==> config.mk <==
export PLATFORM = sky130hd
export DESIGN_NAME = cmd_framer
export DESIGN_NICKNAME = d
export VERILOG_FILES = /design/src/rtl/cmd_framer.sv
export SDC_FILE = /design/constraint.sdc
export NUM_CORES = 1
export LEC_CHECK = 0
export BUFFER_PORTS_ARGS = -buffer_cell sky130_fd_sc_hd__buf_4
export CORE_ASPECT_RATIO = 1.5
export CORE_MARGIN = 5
export CORE_UTILIZATION = 58
export DETAILED_ROUTE_END_ITERATION = 8
export GPL_TIMING_DRIVEN = 1
export PLACE_DENSITY_LB_ADDON = 0.1
export SLEW_MARGIN = 0
export SYNTH_ARGS = -nofsm -noshare
export SYNTH_HDL_FRONTEND = slang
export SYNTH_SLANG_ARGS = --single-unit
==> constraint.sdc <==
create_clock -name clk -period 4.35 [get_ports clk]
set_input_delay 0.2175 -clock clk [delete_from_list [all_inputs] [get_ports clk]]
set_output_delay 0.2175 -clock clk [all_outputs]
set_load 0.01 [all_outputs]
==> src/rtl/cmd_framer.sv <==
// Assembles 3-byte host command frames from the UART byte stream, echoes accepted bytes,
// and merges executor reply bytes onto the single transmit stream.
module cmd_framer #(
    parameter int unsigned TIMEOUT_CYCLES = 50000,
    parameter int unsigned TIMEOUT_WIDTH  = 16
) (
    input  logic        clk,
    input  logic        rst,

    input  logic [7:0]  rx_data,
    input  logic        rx_valid,
    output logic        rx_ready,

    output logic [7:0]  tx_data,
    output logic        tx_valid,
    input  logic        tx_ready,

    output logic [1:0]  cmd_op,
    output logic [18:0] cmd_payload,
    output logic        cmd_valid,
    input  logic        cmd_ready,

    input  logic [7:0]  reply_data,
    input  logic        reply_valid,
    output logic        reply_ready,

    output logic        err_resync,
    output logic        err_timeout
);

    typedef enum logic [1:0] {StIdle, StGot1, StGot2, StHold} state_e;

    localparam bit TimeoutEn = (TIMEOUT_CYCLES != 0);
    localparam logic [TIMEOUT_WIDTH-1:0] TimeoutLast = TIMEOUT_WIDTH'(TIMEOUT_CYCLES - 1);

    state_e                   state_q, state_d;
    logic [TIMEOUT_WIDTH-1:0] cnt_q, cnt_d;
    logic [6:0]               hdr_q, hdr_d;
    logic [6:0]               b1_q, b1_d;
    logic [7:0]               tx_data_q, tx_data_d;
    logic                     tx_valid_q, tx_valid_d;
    logic                     cmd_valid_q, cmd_valid_d;
    logic [1:0]               cmd_op_q, cmd_op_d;
    logic [18:0]              cmd_payload_q, cmd_payload_d;
    logic                     err_resync_q, err_resync_d;
    logic                     err_timeout_q, err_timeout_d;

    logic rx_fire;
    logic reply_fire;
    logic expired;

    // Reply bytes take the tx slot ahead of rx so the executor never stalls behind echoes.
    assign rx_ready    = !rst && !tx_valid_q && !reply_valid && (state_q != StHold);
    assign reply_ready = !rst && !tx_valid_q;
    assign rx_fire     = rx_valid && rx_ready;
    assign reply_fire  = reply_valid && reply_ready;
    assign expired     = TimeoutEn && (cnt_q == TimeoutLast);

    always_comb begin
        tx_valid_d = tx_valid_q;
        tx_data_d  = tx_data_q;
        if (reply_fire) begin
            tx_valid_d = 1'b1;
            tx_data_d  = reply_data;
        end else if (rx_fire) begin
            tx_valid_d = 1'b1;
            tx_data_d  = rx_data;
        end else if (tx_valid_q && tx_ready) begin
            tx_valid_d = 1'b0;
        end
    end

    always_comb begin
        state_d       = state_q;
        cnt_d         = '0;
        hdr_d         = hdr_q;
        b1_d          = b1_q;
        cmd_valid_d   = cmd_valid_q;
        cmd_op_d      = cmd_op_q;
        cmd_payload_d = cmd_payload_q;
        err_resync_d  = 1'b0;
        err_timeout_d = 1'b0;

        unique case (state_q)
            StIdle: begin
                if (rx_fire) begin
                    if (rx_data[7]) begin
                        hdr_d   = rx_data[6:0];
                        state_d = StGot1;
                    end else begin
                        err_resync_d = 1'b1;
                    end
                end
            end
            StGot1: begin
                if (rx_fire) begin
                    if (rx_data[7]) begin
                        hdr_d        = rx_data[6:0];
                        err_resync_d = 1'b1;
                    end else begin
                        b1_d    = rx_data[6:0];
                        state_d = StGot2;
                    end
                end else if (expired) begin
                    state_d       = StIdle;
                    err_timeout_d = 1'b1;
                end else if (TimeoutEn) begin
                    cnt_d = cnt_q + TIMEOUT_WIDTH'(1);
                end
            end
            StGot2: begin
                if (rx_fire) begin
                    if (rx_data[7]) begin
                        hdr_d        = rx_data[6:0];
                        err_resync_d = 1'b1;
                        state_d      = StGot1;
                    end else begin
                        cmd_valid_d   = 1'b1;
                        cmd_op_d      = hdr_q[6:5];
                        cmd_payload_d = {hdr_q[4:0], b1_q, rx_data[6:0]};
                        state_d       = StHold;
                    end
                end else if (expired) begin
                    state_d       = StIdle;
                    err_timeout_d = 1'b1;
                end else if (TimeoutEn) begin
                    cnt_d = cnt_q + TIMEOUT_WIDTH'(1);
                end
            end
            StHold: begin
                if (cmd_valid_q && cmd_ready) begin
                    cmd_valid_d = 1'b0;
                    state_d     = StIdle;
                end
            end
            default: state_d = StIdle;
        endcase
    end

    always_ff @(posedge clk) begin
        if (rst) begin
            state_q       <= StIdle;
            cnt_q         <= '0;
            hdr_q         <= '0;
            b1_q          <= '0;
            tx_data_q     <= '0;
            tx_valid_q    <= 1'b0;
            cmd_valid_q   <= 1'b0;
            cmd_op_q      <= '0;
            cmd_payload_q <= '0;
            err_resync_q  <= 1'b0;
            err_timeout_q <= 1'b0;
        end else begin
            state_q       <= state_d;
            cnt_q         <= cnt_d;
            hdr_q         <= hdr_d;
            b1_q          <= b1_d;
            tx_data_q     <= tx_data_d;
            tx_valid_q    <= tx_valid_d;
            cmd_valid_q   <= cmd_valid_d;
            cmd_op_q      <= cmd_op_d;
            cmd_payload_q <= cmd_payload_d;
            err_resync_q  <= err_resync_d;
            err_timeout_q <= err_timeout_d;
        end
    end

    assign tx_data     = tx_data_q;
    assign tx_valid    = tx_valid_q;
    assign cmd_valid   = cmd_valid_q;
    assign cmd_op      = cmd_op_q;
    assign cmd_payload = cmd_payload_q;
    assign err_resync  = err_resync_q;
    assign err_timeout = err_timeout_q;

endmodule

==> results.json <==
{
  "outcome": "finished clean",
  "die_w_um": 66.2,
  "die_y_um": 94.3,
  "yosysSeqAreaShare_pct": 47.4,
  "p_per_area_mw_per_mm2": 370,
  "hold_class": "in -> reg",
  "startpoint_type": "register",
  "vias": 2399,
  "yosysWarnings": 0,
  "path_class": "reg -> reg",
  "ys_types": 47,
  "synth.top_cell.area_share_pct": 47.4,
  "finalCritPeriodShare_pct": 57.7,
  "leakage_uw": 0.00128,
  "crit_fanout": 22,
  "grt_use_total_pct": 22.1,
  "core_mm2": 0.00454,
  "dp_hpwl_um": 4650,
  "drt_iter0_drc": 119,
  "r2r_start": "state_q[0]",
  "syn_inst": 321,
  "wl_um": 6490,
  "fin_setup_tns_ns": 0,
  "cp_cell_sequence": "ha_1, nor4_4, nand4b_1, nand2_1, a21oi_1",
  "async_flop_share_pct": 0,
  "clock-sinks": 65,
  "max_slew.worst_pin.slew_ns": 0.890,
  "ys_ff_latch": 65,
  "cap_violations": 0,
  "avgViaCountPerCell": 5.50,
  "drive_gt1_share_pct": 20.2,
  "min_from": "rx_data[2]",
  "grt_pass1_wl_um": 10400,
  "cts_buffer_depth": 2,
  "fin_util_pct": 72.9,
  "grt_max_degree": 55,
  "rsz0062_at_grt": "false",
  "firstDrtPassIters": 4,
  "drc": 0,
  "cts_setup_buffers": 0,
  "antenna-diode-count": 0,
  "antenna_found_initial": 0,
  "cp-end-kind": "register",
  "htree_levels": 3,
  "cp_data_required_time_ns": 4.55,
  "start_util_pct": 60.4,
  "yosysTopAreaCell": "dfxtp_1",
  "synth_edf_count": 0,
  "avgSynthCellArea_um2": 8.55,
  "max_freq_mhz": 398,
  "placed_area_mm2": 0.00313,
  "io_buffers": 56,
  "detail_route.wl_per_cell_um": 14.9,
  "die_area_mm2": 0.00624,
  "synth_ff_type": "dfxtp_1",
  "ys_top_cells_by_count": "nand2_1, dfxtp_1, a21oi_1",
  "grt_pass1_vias": 2235,
  "arrival_ns": 2.71,
  "root_buffer": "clkbuf_8",
  "final_nets": 396,
  "min_period_ns": 2.51,
  "crit_slowest_cell": "nand4b_1",
  "crit_start": "state_q[0]",
  "hold_viol": 0,
  "netlist_top_cells_area": "dfxtp_1, nand2_1, a21oi_1",
  "hold_ws_ns": 0.155,
  "peakVddDrop_v": 0.000259,
  "final_area_mm2": 0.00331,
  "maxSlewViolCount": 0,
  "fin_skew_ns": 0.00955,
  "fp-row-count": 30,
  "synth.most_common_cell": "nand2_1",
  "cts_buffers": 9,
  "syn_area_mm2": 0.00275,
  "syn-num-nets": 349,
  "ant_nets": 0,
  "setup_viol": 0,
  "cts_tree": "yes",
  "clk_latency_ns": 0.34,
  "pin_count": 57,
  "slowest_delay_ns": 0.86,
  "postCtsHoldBufs": 0,
  "fillCellCount": 385,
  "place.gp.congestion": 0.861,
  "slew_headroom_pct": 40.4,
  "clkTransAtPathRegs_ns": 0.07,
  "area_delta_synth_final_pct": 20.6,
  "cts_repair_resize_count": 0,
  "grt_overflow_total": 0
}
power breakdown:
group | total [µW] | internal [µW] | leakage, µW | switching [µW]
clock | 463 | 250 | 0.0000915 | 213
combinational | 141 | 58.8 | 0.000661 | 82.2
sequential | 622 | 610 | 0.000525 | 12.0
logic make-up after synthesis:
family / count (synthesis) / share of synthesized area [%]
AOI/OAI and AO/OA: 60 / 13.4
xor gates and xnor gates: 11 / 3.51
adders and majority gates: 6 / 2.73
buffers and inverters: 27 / 5.24
DFF: 65 / 47.4
muxes: 7 / 2.55
and+or+nand+nor: 145 / 25.1
state kept, by name, summed over array words and instances, names as in the netlist:
name / count
b1_q: 7
cmd_op: 2
cmd_payload: 19
cmd_valid: 1
cnt_q: 16
err_resync: 1
err_timeout: 1
hdr_q: 7
state_q: 2
tx_data: 8
tx_valid: 1
cell usage in the layout, fill, tap and decap left out, types with 5 or more instances in the layout:
master and count:
inv_1 7, buf_4 56, a311oi_1 7, nor2_1 29, mux2i_1 7, dfxtp_1 65, nand3_1 8, ha_1 6
clkbuf_8 12, nand2_1 79, xor2_1 6, a21oi_1 37, xnor2_1 5
through the flow:
stage                     total power [µW]  setup slack [ns]  cells
after detailed placement               777              1.76    421
after global routing                  1280              1.52    436
after global placement                 774              1.85    421
after CTS                             1230              1.81    436
after floorplan                        726              2.70    321
final                                 1230              1.84    436
worst max-delay path: cells and delay by family, from the launching register on:
family	cells	cell delay [ns]
AND/OR/NAND/NOR	3	1.64
flip-flops	1	0.34
adder cells (fa/ha/maj)	1	0.29
AO/OA/AOI/OAI	1	0.10
layout make-up:
cell class	count	area [µm²]	share of cell area [%]
repair buffers	56	420	12.7
clock buffers	13	169	5.10
flip-flops and latches	65	1300	39.3
clock inverters	2	12.5	0.378
inverters	7	26.3	0.794
multi-input cells	229	1300	39.3
well taps	64	80.1	2.42
path summary, 6_finish.rpt:
check | endpoint | slack [ns] | cells after the start
min reg2reg | cmd_payload[8] | 0.45 | 2
max reg2reg | cmd_payload[14] | 1.84 | 5
max | cmd_payload[14] | 1.84 | 5
min | cmd_payload[2] | 0.15 | 3
routing by layer:
metal | GRT usage, % | up-vias | share of wire [%]
met5 | 0 | - | 0
met4 | 11.7 | 0 | 2.5
met3 | 5.75 | 17 | 3.7
met2 | 38.7 | 47 | 55
met1 | 23.6 | 1138 | 39
li1 | - | 1197 | -
(Power assumes the default switching activity.)
